<file path="src/rtl/keypad_scanner.sv">
// keypad_scanner: scans, synchronises and debounces a 4x4 calculator keypad and decodes presses
module keypad_scanner #(
    parameter int SCAN_DIV = 16,
    parameter int DEBOUNCE = 8
) (
    input  logic       clk,
    input  logic       nRST,
    input  logic [3:0] row_in,
    output logic [3:0] col_out,
    output logic [3:0] keypad_input,
    output logic       read_input,
    output logic [2:0] operator_input,
    output logic       equal_input,
    output logic       clear_input
);
    localparam int CMAX = (SCAN_DIV > DEBOUNCE) ? SCAN_DIV : DEBOUNCE;
    localparam int CW = $clog2(CMAX + 1);
    localparam logic [CW-1:0] DIV_LAST = CW'(SCAN_DIV - 1);
    localparam logic [CW-1:0] DEB_MAX = CW'(DEBOUNCE);

    typedef enum logic [1:0] {ST_SCAN, ST_DEBOUNCE, ST_FIRE, ST_HELD} state_t;

    state_t        state_q, state_d;
    logic [3:0]    row_m_q, row_s_q;
    logic [3:0]    col_q, col_d, cap_q, cap_d;
    logic [CW-1:0] div_q, div_d, deb_q, deb_d, rel_q, rel_d;
    logic [3:0]    key_q, key_d;
    logic [2:0]    op_q, op_d;
    logic          eq_q, eq_d, rd_q, rd_d, clr_q, clr_d;
    logic [1:0]    r_idx, c_idx;
    logic [3:0]    col_next, digit;
    logic [CW-1:0] deb_inc, rel_inc;
    logic          row_one_hot, is_digit, is_op, is_eq, is_clr;

    assign row_one_hot = (row_s_q != 4'd0) && ((row_s_q & (row_s_q - 4'd1)) == 4'd0);
    assign col_next    = {col_q[2:0], col_q[3]};
    assign r_idx       = cap_q[3] ? 2'd3 : cap_q[2] ? 2'd2 : cap_q[1] ? 2'd1 : 2'd0;
    assign c_idx       = col_q[3] ? 2'd3 : col_q[2] ? 2'd2 : col_q[1] ? 2'd1 : 2'd0;
    assign is_op       = (c_idx == 2'd3) && (r_idx != 2'd3);
    assign is_eq       = (r_idx == 2'd3) && (c_idx == 2'd2);
    assign is_clr      = (r_idx == 2'd3) && (c_idx == 2'd0);
    assign is_digit    = (c_idx != 2'd3) && !is_eq && !is_clr;
    assign digit       = (r_idx == 2'd3) ? 4'd0 : {2'b00, r_idx} * 4'd3 + {2'b00, c_idx} + 4'd1;
    assign deb_inc     = deb_q + 1'b1;
    assign rel_inc     = rel_q + 1'b1;

    // two-flop synchroniser for the asynchronous row lines
    always_ff @(posedge clk or negedge nRST) begin
        if (!nRST) begin
            row_m_q <= 4'd0;
            row_s_q <= 4'd0;
        end else begin
            row_m_q <= row_in;
            row_s_q <= row_m_q;
        end
    end

    // scan / debounce / fire / held sequencing and output event decode
    always_comb begin
        state_d = state_q;
        col_d   = col_q;
        cap_d   = cap_q;
        div_d   = div_q;
        deb_d   = deb_q;
        rel_d   = rel_q;
        key_d   = key_q;
        op_d    = op_q;
        eq_d    = eq_q;
        rd_d    = 1'b0;
        clr_d   = 1'b0;
        case (state_q)
            ST_SCAN: begin
                if (div_q == DIV_LAST) begin
                    div_d = '0;
                    if (row_one_hot) begin
                        cap_d   = row_s_q;
                        deb_d   = CW'(1);
                        state_d = ST_DEBOUNCE;
                    end else begin
                        col_d = col_next;
                    end
                end else begin
                    div_d = div_q + 1'b1;
                end
            end
            ST_DEBOUNCE: begin
                if (row_s_q == cap_q) begin
                    deb_d = deb_inc;
                    if (deb_inc == DEB_MAX) begin
                        state_d = ST_FIRE;
                        if (is_digit) begin
                            key_d = digit;
                            rd_d  = 1'b1;
                            eq_d  = 1'b0;
                        end
                        if (is_op) op_d = 3'b001 << r_idx;
                        if (is_eq) eq_d = 1'b1;
                        if (is_clr) begin
                            clr_d = 1'b1;
                            op_d  = 3'b000;
                            eq_d  = 1'b0;
                        end
                    end
                end else begin
                    state_d = ST_SCAN;
                    col_d   = col_next;
                    div_d   = '0;
                end
            end
            ST_FIRE: begin
                state_d = ST_HELD;
                rel_d   = '0;
            end
            ST_HELD: begin
                if (row_s_q == 4'd0) begin
                    rel_d = rel_inc;
                    if (rel_inc == DEB_MAX) begin
                        state_d = ST_SCAN;
                        col_d   = col_next;
                        div_d   = '0;
                        rel_d   = '0;
                    end
                end else begin
                    rel_d = '0;
                end
            end
            default: state_d = ST_SCAN;
        endcase
    end

    // state, counters and output registers
    always_ff @(posedge clk or negedge nRST) begin
        if (!nRST) begin
            state_q <= ST_SCAN;
            col_q   <= 4'b0001;
            cap_q   <= 4'd0;
            div_q   <= '0;
            deb_q   <= '0;
            rel_q   <= '0;
            key_q   <= 4'd0;
            op_q    <= 3'b000;
            eq_q    <= 1'b0;
            rd_q    <= 1'b0;
            clr_q   <= 1'b0;
        end else begin
            state_q <= state_d;
            col_q   <= col_d;
            cap_q   <= cap_d;
            div_q   <= div_d;
            deb_q   <= deb_d;
            rel_q   <= rel_d;
            key_q   <= key_d;
            op_q    <= op_d;
            eq_q    <= eq_d;
            rd_q    <= rd_d;
            clr_q   <= clr_d;
        end
    end

    assign col_out        = col_q;
    assign keypad_input   = key_q;
    assign read_input     = rd_q;
    assign operator_input = op_q;
    assign equal_input    = eq_q;
    assign clear_input    = clr_q;
endmodule

</file>
<file path="config.mk">
export PLATFORM = sky130hd
export DESIGN_NAME = keypad_scanner
export DESIGN_NICKNAME = d
export VERILOG_FILES = /design/src/rtl/keypad_scanner.sv
export SDC_FILE = /design/constraint.sdc
export NUM_CORES = 1
export LEC_CHECK = 0
export BUFFER_PORTS_ARGS = -buffer_cell sky130_fd_sc_hd__buf_4
export CORE_AREA = 2 2 64 66
export CTS_CLUSTER_SIZE = 28
export DETAILED_ROUTE_END_ITERATION = 6
export DIE_AREA = 0 0 66 68
export GPL_TIMING_DRIVEN = 0
export HOLD_SLACK_MARGIN = 0.05
export PLACE_DENSITY_LB_ADDON = 0.08
export SYNTH_ARGS = -nofsm -noshare
export SYNTH_HDL_FRONTEND = slang
export SYNTH_SLANG_ARGS = --single-unit
</file>
<file path="constraint.sdc">
create_clock -name clk -period 4.4 [get_ports clk]
set_input_delay 0.88 -clock clk [delete_from_list [all_inputs] [get_ports clk]]
set_output_delay 0.88 -clock clk [all_outputs]
set_load 0.02 [all_outputs]
</file>
==> After elaboration in Yosys (flattened, before gate mapping) <==
Cells that the tools add are included.
{ "classes": {"muxes": 45, "mul": 1, "reduce_logical": 26, "add_sub_neg": 6, "n_eq_ne": 20, "shift": 1, "n_bitwise": 1} }
{ "ops": {"columns": ["operator", "count"], "rows": [
  ["5-bit two-way mux", 9],
  ["4-bit two-way mux", 6],
  ["2-bit two-way mux", 10],
  ["5-bit case mux with 2 select lines", 2],
  ["4-bit AND reduction", 5],
  ["2-bit inequality test (second input constant)", 9],
  ["5-bit by 1-bit adder with 5-bit output (second input constant)", 3],
  ["5-bit by 4-bit == test with 1-bit output (second input constant)", 3],
  ["5-bit case mux with 3 select lines", 1],
  ["1-bit two-way mux", 13],
  ["4-bit case mux with 3 select lines", 1],
  ["2-bit == test (second input constant)", 5],
  ["4-bit zero test", 2],
  ["2-bit case mux with 4 select lines", 1],
  ["1-bit logical AND", 6],
  ["3-bit two-way mux", 2],
  ["6-bit AND reduction", 1],
  ["2-bit nonzero test", 3],
  ["3-bit nonzero test", 2],
  ["5-bit AND reduction", 1],
  ["4-bit by 1-bit adder with 4-bit output (second input constant)", 1],
  ["4-bit by 2-bit adder with 4-bit output", 1],
  ["4-bit AND", 1],
  ["4-bit == test", 1],
  ["9 further kinds", 11]
]} }
{ "totals": {"word_cells": 113, "output_inout_bits": 14, "register_bits": 43, "in_bits": 6} }

==> Logic depth before layout (Yosys ltp) <==
Gate-level depths: netlist (run 1).
{ "logic_depth": {"ltp_word": 12, "depth_mapped": 8, "ltp_nobuf": 7} }

==> Worst setup path after synthesis (run 1) <==
No wires, ideal clock.
{ "synth_timing": {"kind": "flip-flop to flip-flop", "start": "reg col_q[3] (netlist: col_out[3])", "end": "reg key_q[2] (netlist: keypad_input[2])", "stages_incl_launch_ff": 7, "n_path_buf": 0, "setup_ns": 0.121, "required_ns": 4.279, "synth_period_minus_slack_ns": 2.181, "arrival_time_ns": 2.060, "slack_ns": 2.219, "cell_sequence": "dfrtp_1 or2_2 fa_1 inv_1 fa_1 xnor2_1 a22o_1"} }
{ "synth_via": {"elab_chain_cells": 7, "word_cells_on_any_way": 14} }
{ "synth_rtl": {"columns": ["item", "line", "source"], "rows": [
  ["from (decl)", "25", "logic [3:0] col_q, col_d, cap_q, cap_d;"],
  ["from (signal assigned)", "147", "col_q <= col_d;"],
  ["2-bit two-way mux (*)", "38", "assign c_idx = col_q[3] ? 2'd3 : col_q[2] ? 2'd2 : col_q[1] ? 2'd1 : 2'd0;"],
  ["parallel branches: the longest is 6 deep, another holds 4-bit by 2-bit adder with 4-bit output", null, null],
  ["to (signal assigned)", "152", "key_q <= key_d;"],
  ["to (decl)", "27", "logic [3:0] key_q, key_d;"]
]} }
Every way passes the cells marked *.
A chain may end at the register's enable or synchronous reset.

==> Final worst setup path (run 1) <==
{ "layout_timing": {"start": "reg cap_q[2]", "end": "reg key_q[2] (netlist: keypad_input[2])"} }
{ "layout_via": {"elab_chain_cells": 8, "word_cells_on_any_way": 15} }
{ "layout_rtl": {"columns": ["item", "line", "source"], "rows": [
  ["from (decl)", "25", null],
  ["from (signal assigned)", "148", "cap_q <= cap_d;"],
  ["parallel branches: the longest is 8 deep, another holds 2-bit by 2-bit multiplier with 4-bit output", null, null]
]} }
Parallel ways; which one is timed is not known.

==> impl_metrics.yaml, run 1 <==
status:
  status: "finished clean"
run:
  cap_viol_max_count: 0
global_routing:
  grt.overflow.total: 0
  grt_start_max_net_pins: 44
  antenna_found_initial: 0
  grt_usage_pct: 19.2
  grt_pass1_vias: 1442
  grt_pass1_wl_um: 6430
worst_setup_path:
  cp.required_ns: 4.58
  rr_worst_depth: 6
  cp-start-kind: "register"
  cp_max_fo: 5
  cp-end-kind: "register"
  crit_type: "register to register"
  crit_arrival_ns: 2.45
layout:
  layout-drive-gt1-share_pct: 23.3
  layout.nets: 237
  num_antenna_cells: 0
  syn_to_final_growth_pct: 13.9
detailed_routing:
  drt-total-wl_um: 3930
  viasPerCell: 5.61
  initialDrtViolationCount: 101
  ant_nets: 0
  vias: 1508
  dr.pass1.iters: 4
  drc: 0
  routedWlPerCell_um: 14.6
worst_hold_path:
  hp-class: "register to register"
  whs_path_depth: 0
die:
  core_area_um2: 3860
  rows: 23
  initial_core_util_pct: 56.7
  die_h_um: 68
  io-pin-count: 20
  die_w_um: 66
  dieArea_um2: 4490
sta:
  setup_tns_ns: 0
  max-slew-margin-rel_pct: 56.3
  post-route-min-period_ns: 2.26
  setup_violations: 0
  maxSlewViolCount: 0
  timing.fmax_mhz: 442
  worst_pin_slew_ns: 0.649
  hold_ws_ns: 0.353
  fin_crit_sh_pct: 51.4
  hold_viol: 0
  rsz0062_at_grt: "no"
  finClkSkew_ns: 0.00568
clock_tree:
  postCtsHoldBufs: 0
  path_clk_slew_ns: 0.08
  cts_tree: "built"
  clock_latency_ns: 0.29
  cts_num_sinks: 43
  clockRootBuffer: "clkbuf_8"
  numCtsBuffers: 5
  htreeDepth: 2
  post_cts_buffers: 0
  postCtsResizedCells: 0
  clockBufferDepth: 2
synth:
  synth-seq-area-share_pct: 49.3
  synthesis.area_um2: 2190
  ys.warnings.count: 0
  syn_inst: 192
  ys_types: 45
  synth_area_per_cell_um2: 11.4
  ys_seq_elements: 43
  synth_nets: 211
  synthFlopType: "dfrtp_1"
  async_flop_share_pct: 100
  synth_edf_count: 0
pwr:
  max-vdd-ir-drop_mv: 0.356
  finalPower_mw: 1.12
  power.leakage_nw: 1.21
  power_density_nw_per_um2: 450
place:
  hpwl_um: 2850
  routabilityCongestion: 0.784
  portBuffers: 19
## flip-flops by register name, indices dropped and copies added, names as in the netlist, 3 cells and up, named ones only
name,flops
cap_q,4
col_out,4
deb_q,5
div_q,5
keypad_input,4
operator_input,3
rel_q,5
row_m_q,4
row_s_q,4
## where the power goes
| group | switching (mW) | internal (mW) |
|---|---|---|
| Clock | 0.138 | 0.128 |
| Combinational | 0.191 | 0.165 |
| Sequential | 0.0547 | 0.445 |
| Total | 0.384 | 0.738 |
## cells in the mapped netlist, types with 2 or more instances
library cell  instances  area, um^2
fa_1                  2        40.0
a31oi_1               3        18.8
and3_1                2        12.5
mux2_2               11         124
nand2_1              11        41.3
nor4b_1               2        17.5
o2bb2ai_1             4        35.0
or2_2                 3        18.8
nor2_1                7        26.3
a21o_1                4        30.0
nor2b_1               3        18.8
xnor2_1               6        52.6
nand3_1               8        40.0
buf_2                 3        15.0
a21oi_1               5        25.0
nand2b_1              2        12.5
inv_1                11        41.3
o21ai_0               7        35.0
clkbuf_1              3        11.3
mux2i_1               4        40.0
ha_1                 11         138
a22o_1                8        70.1
xor2_1                4        35.0
dfrtp_1              42        1050
nor3_1                6        30.0
## logic make-up after synthesis
group	synth area share, %
buffers and inverters	3.09
XOR/XNOR	4.00
AND/OR/NAND/NOR	15.2
AO/OA/AOI/OAI	12.8
flip-flops	49.3
adder cells (fa/ha/maj)	8.12
multiplexers	7.49
## worst paths after layout
kind,end,start,slack (ns)
worst min-delay path,row_s_q[0]$_DFF_PN0_,row_m_q[0]$_DFF_PN0_,0.35
worst max register to register,keypad_input[2]$_DFFE_PN0P_,cap_q[2]$_DFFE_PN0P_,2.14
min in group asynchronous,div_q[1]$_DFFE_PN0P_,nRST,0.55
worst min register to register,row_s_q[0]$_DFF_PN0_,row_m_q[0]$_DFF_PN0_,0.35
max in group asynchronous,col_out[0]$_DFFE_PN1P_,nRST,3.46
worst max-delay path,keypad_input[2]$_DFFE_PN0P_,cap_q[2]$_DFFE_PN0P_,2.14
## critical path, stage by stage, from the launching register on
cell and delay, ns:
dfrtp_1 0.42, or2_2 0.38, fa_1 0.55, inv_1 0.06
fa_1 0.40, xnor2_1 0.14, a22o_1 0.20
## layout by cell type, fill, tap and decap left out, types with 7 or more instances in the layout
cell,instances
nand3_1,8
ha_1,11
a22o_1,8
nor2_1,7
o21ai_0,7
buf_4,19
nand2_1,11
inv_1,11
dfrtp_1,42
mux2_2,11
## through the flow
stage	setup WS, ns	std cells	util [%]	instance area [um^2]
after detailed placement	2.14	261	62.0	2390
after global placement	2.19	261	62.0	2390
after floorplan	2.22	192	-	2190
after global routing	2.07	269	64.6	2490
final	2.14	269	64.6	2490
after CTS	2.13	269	64.6	2490
## routing by layer
metal | global-route usage, % | vias up | part of all wire (%)
met5 | 0 | - | 0
met4 | 6.38 | 0 | 1.0
met3 | 6.09 | 4 | 3.6
met2 | 33.6 | 26 | 51
met1 | 22.6 | 747 | 45
li1 | - | 731 | -
## cell type report
cell class,instances,area [um^2]
flip-flops and latches,43,1080
repair buffers,19,143
plain buffers,6,26.3
well taps,50,62.6
fillers,321,1370
clock buffers,6,82.6
inverters,11,41.3
clock inverters,2,16.3
multi-input cells,132,1040
No activity file was read; power rests on OpenSTA's default activity.
==> run 2, diff against run 1 <==
--- a/config.mk
+++ b/config.mk
@@ -6,10 +6,10 @@
 export NUM_CORES = 1
 export LEC_CHECK = 0
 export BUFFER_PORTS_ARGS = -buffer_cell sky130_fd_sc_hd__buf_4
-export CORE_AREA = 2 2 64 66
+export CORE_AREA = 2 2 68 70
 export CTS_CLUSTER_SIZE = 28
 export DETAILED_ROUTE_END_ITERATION = 6
-export DIE_AREA = 0 0 66 68
+export DIE_AREA = 0 0 70 72
 export GPL_TIMING_DRIVEN = 0
 export HOLD_SLACK_MARGIN = 0.05
 export PLACE_DENSITY_LB_ADDON = 0.08
==> constraint.sdc (replaced) <==
create_clock -name clk -period 2 [get_ports clk]
set_input_delay 0.4 -clock clk [delete_from_list [all_inputs] [get_ports clk]]
set_output_delay 0.4 -clock clk [all_outputs]
set_load 0.02 [all_outputs]
==> run 2 against run 1 <==
Effect of this change: the run now ends with setup timing left; sequential share of layout area decreased by 6.1 points; clock power grew to 2.6 times the previous value; count of clock-buffer cells in the layout is 1 lower; non-clock buffer count rose by 29; register-to-register slack got worse by 2.3 ns; die area rose by 12%; combinational power grew to 3.1 times the previous value; maximum frequency is 6.0% higher; first-iteration DRC count decreased by 57%; worst hold slack worse by 0.28 ns; critical path type unchanged; critical endpoint is now keypad_input[1]$_DFFE_PN0P_.
==> impl_metrics.yaml, run 2 (synthesized netlist as in run 1, its figures left out) <==
die:
  die_h_um: 72
  dieArea_um2: 5040
  core_area_um2: 4260
  io-pin-count: 20
  rows: 24
  die_w_um: 70
  initial_core_util_pct: 51.3
status:
  violations: "setup timing"
  status: "complete, but fails checks"
layout:
  layout-drive-gt1-share_pct: 42.3
  final_cell_mix: "buf_4 (48), dfrtp_1 (35), nand2_1 (11), inv_1 (10), ha_1 (9)"
  syn_to_final_growth_pct: 33.5
  layout.nets: 266
  layout_commonest_cell: "buf_4"
  reg_top3: "deb_q x5, div_q x5, rel_q x5"
  fin_util_pct: 68.5
  stdcell_count: 300
  num_antenna_cells: 0
  finalInstanceArea_um2: 2920
sta:
  post-route-min-period_ns: 2.14
  setup_tns_ns: -0.237
  fin_crit_sh_pct: 107
  max-slew-margin-rel_pct: 64.4
  rsz0062_at_grt: "yes"
  finClkSkew_ns: 0.00999
  worst_pin_slew_ns: 0.534
  maxSlewViolCount: 0
  fin_ws_ns: -0.135
  timing.fmax_mhz: 468
  hold_viol: 0
  setup_violations: 8
detailed_routing:
  dr.pass1.iters: 4
  initialDrtViolationCount: 43
  drc: 0
  viasPerCell: 5.65
  routedWlPerCell_um: 16.0
  drt-total-wl_um: 4800
  vias: 1696
  ant_nets: 0
worst_setup_path:
  cp_num_buf_inv: 2
  crit_type: "register to register"
  cp.required_ns: 2.18
  crit_path_max_incr_delay_ns: 0.57
  path_cells: "a21o_1 > fa_1 > inv_1 > fa_2 > inv_2 > a22o_1"
  cp_top_family: "adder cells"
  cp_max_fo: 3
  cp-end-kind: "register"
  cp-start-kind: "register"
  cpMaxStageDelayCell: "fa_1"
  crit_arrival_ns: 2.32
clock_tree:
  path_clk_slew_ns: 0.09
  cts_num_sinks: 43
  numCtsBuffers: 5
  htreeDepth: 2
  cts_tree: "built"
  clockBufferDepth: 2
  clock_latency_ns: 0.30
  clockRootBuffer: "clkbuf_8"
pwr:
  max-vdd-ir-drop_mv: 0.830
  power_density_nw_per_um2: 989
  power.leakage_nw: 1.41
global_routing:
  antenna_found_initial: 0
  grt.overflow.total: 0
  grt_start_max_net_pins: 44
  grt_pass1_vias: 1657
  grt_pass1_wl_um: 7500
  grt_usage_pct: 19.0
run:
  cap_viol_max_count: 0
place:
  portBuffers: 19
  post-place-ws_ns: -0.168
  post-place-cells: 263
  routabilityCongestion: 0.756
  dpl_cell_area_um2: 2400
  hpwl_um: 2810
worst_hold_path:
  hp-class: "primary input to asynchronous set/reset pin"
==> run 2: worst paths after layout <==
path / startpoint / end / slack, ns / depth (start not counted)
setup / recovery: cap_q[1]$_DFFE_PN0P_ / keypad_input[1]$_DFFE_PN0P_ / -0.14 / 6
hold / removal: nRST / rel_q[4]$_DFFE_PN0P_ / 0.08 / 1
setup reg to reg: cap_q[1]$_DFFE_PN0P_ / keypad_input[1]$_DFFE_PN0P_ / -0.14 / 6
hold reg to reg: row_m_q[1]$_DFF_PN0_ / row_s_q[1]$_DFF_PN0_ / 0.35 / 0
max in group asynchronous: nRST / col_out[2]$_DFFE_PN0P_ / 1.52 / 1
min in group clk: row_in[1] / row_m_q[1]$_DFF_PN0_ / 0.21 / 1
==> run 2: metrics by stage <==
step	hold slack, ns	power (mW)
3_5_place_dp	0.336	1.91
5_1_grt	0.123	3.09
6_report	0.0758	2.89
4_1_cts	0.0939	2.72
3_3_place_gp	0.333	1.85
2_1_floorplan	0.104	1.73
==> run 2: repair_timing <==
action | in CTS | in global routing
hold buffers | 0 | 0
setup buffers | 14 | 16
pin swaps | 7 | 12
hold endpoints to repair | 0 | 0
endpoints found under the setup margin | 11 | 20
resized for setup | 16 | 26
==> run 2: layer usage <==
| layer | share of wire (%) | vias to the layer above | GRT usage [%] | wire, um |
|---|---|---|---|---|
| li1 | - | 786 | - | - |
| met1 | 43 | 862 | 23.7 | 2050 |
| met2 | 52 | 38 | 32.6 | 2490 |
| met3 | 4.1 | 10 | 3.89 | 195 |
| met4 | 1.6 | 0 | 7.91 | 76 |
| met5 | 0 | - | 0 | 0 |
==> run 2: area by class of cell <==
type / count / area (um^2)
buffer: 5 / 41.3
clock buffer: 5 / 68.8
clock inverter: 3 / 43.8
fill: 314 / 1340
inverter: 11 / 41.3
multi-input combinational: 132 / 1200
sequential: 43 / 1090
tap: 52 / 65.1
timing repair buffer: 49 / 372
==> run 2: report_power, final <==
part / internal (mW) / total [mW] / switching, mW
logic: 0.553 / 1.11 / 0.560
registers: 0.981 / 1.09 / 0.113
clock network: 0.372 / 0.680 / 0.308
total: 1.91 / 2.89 / 0.981
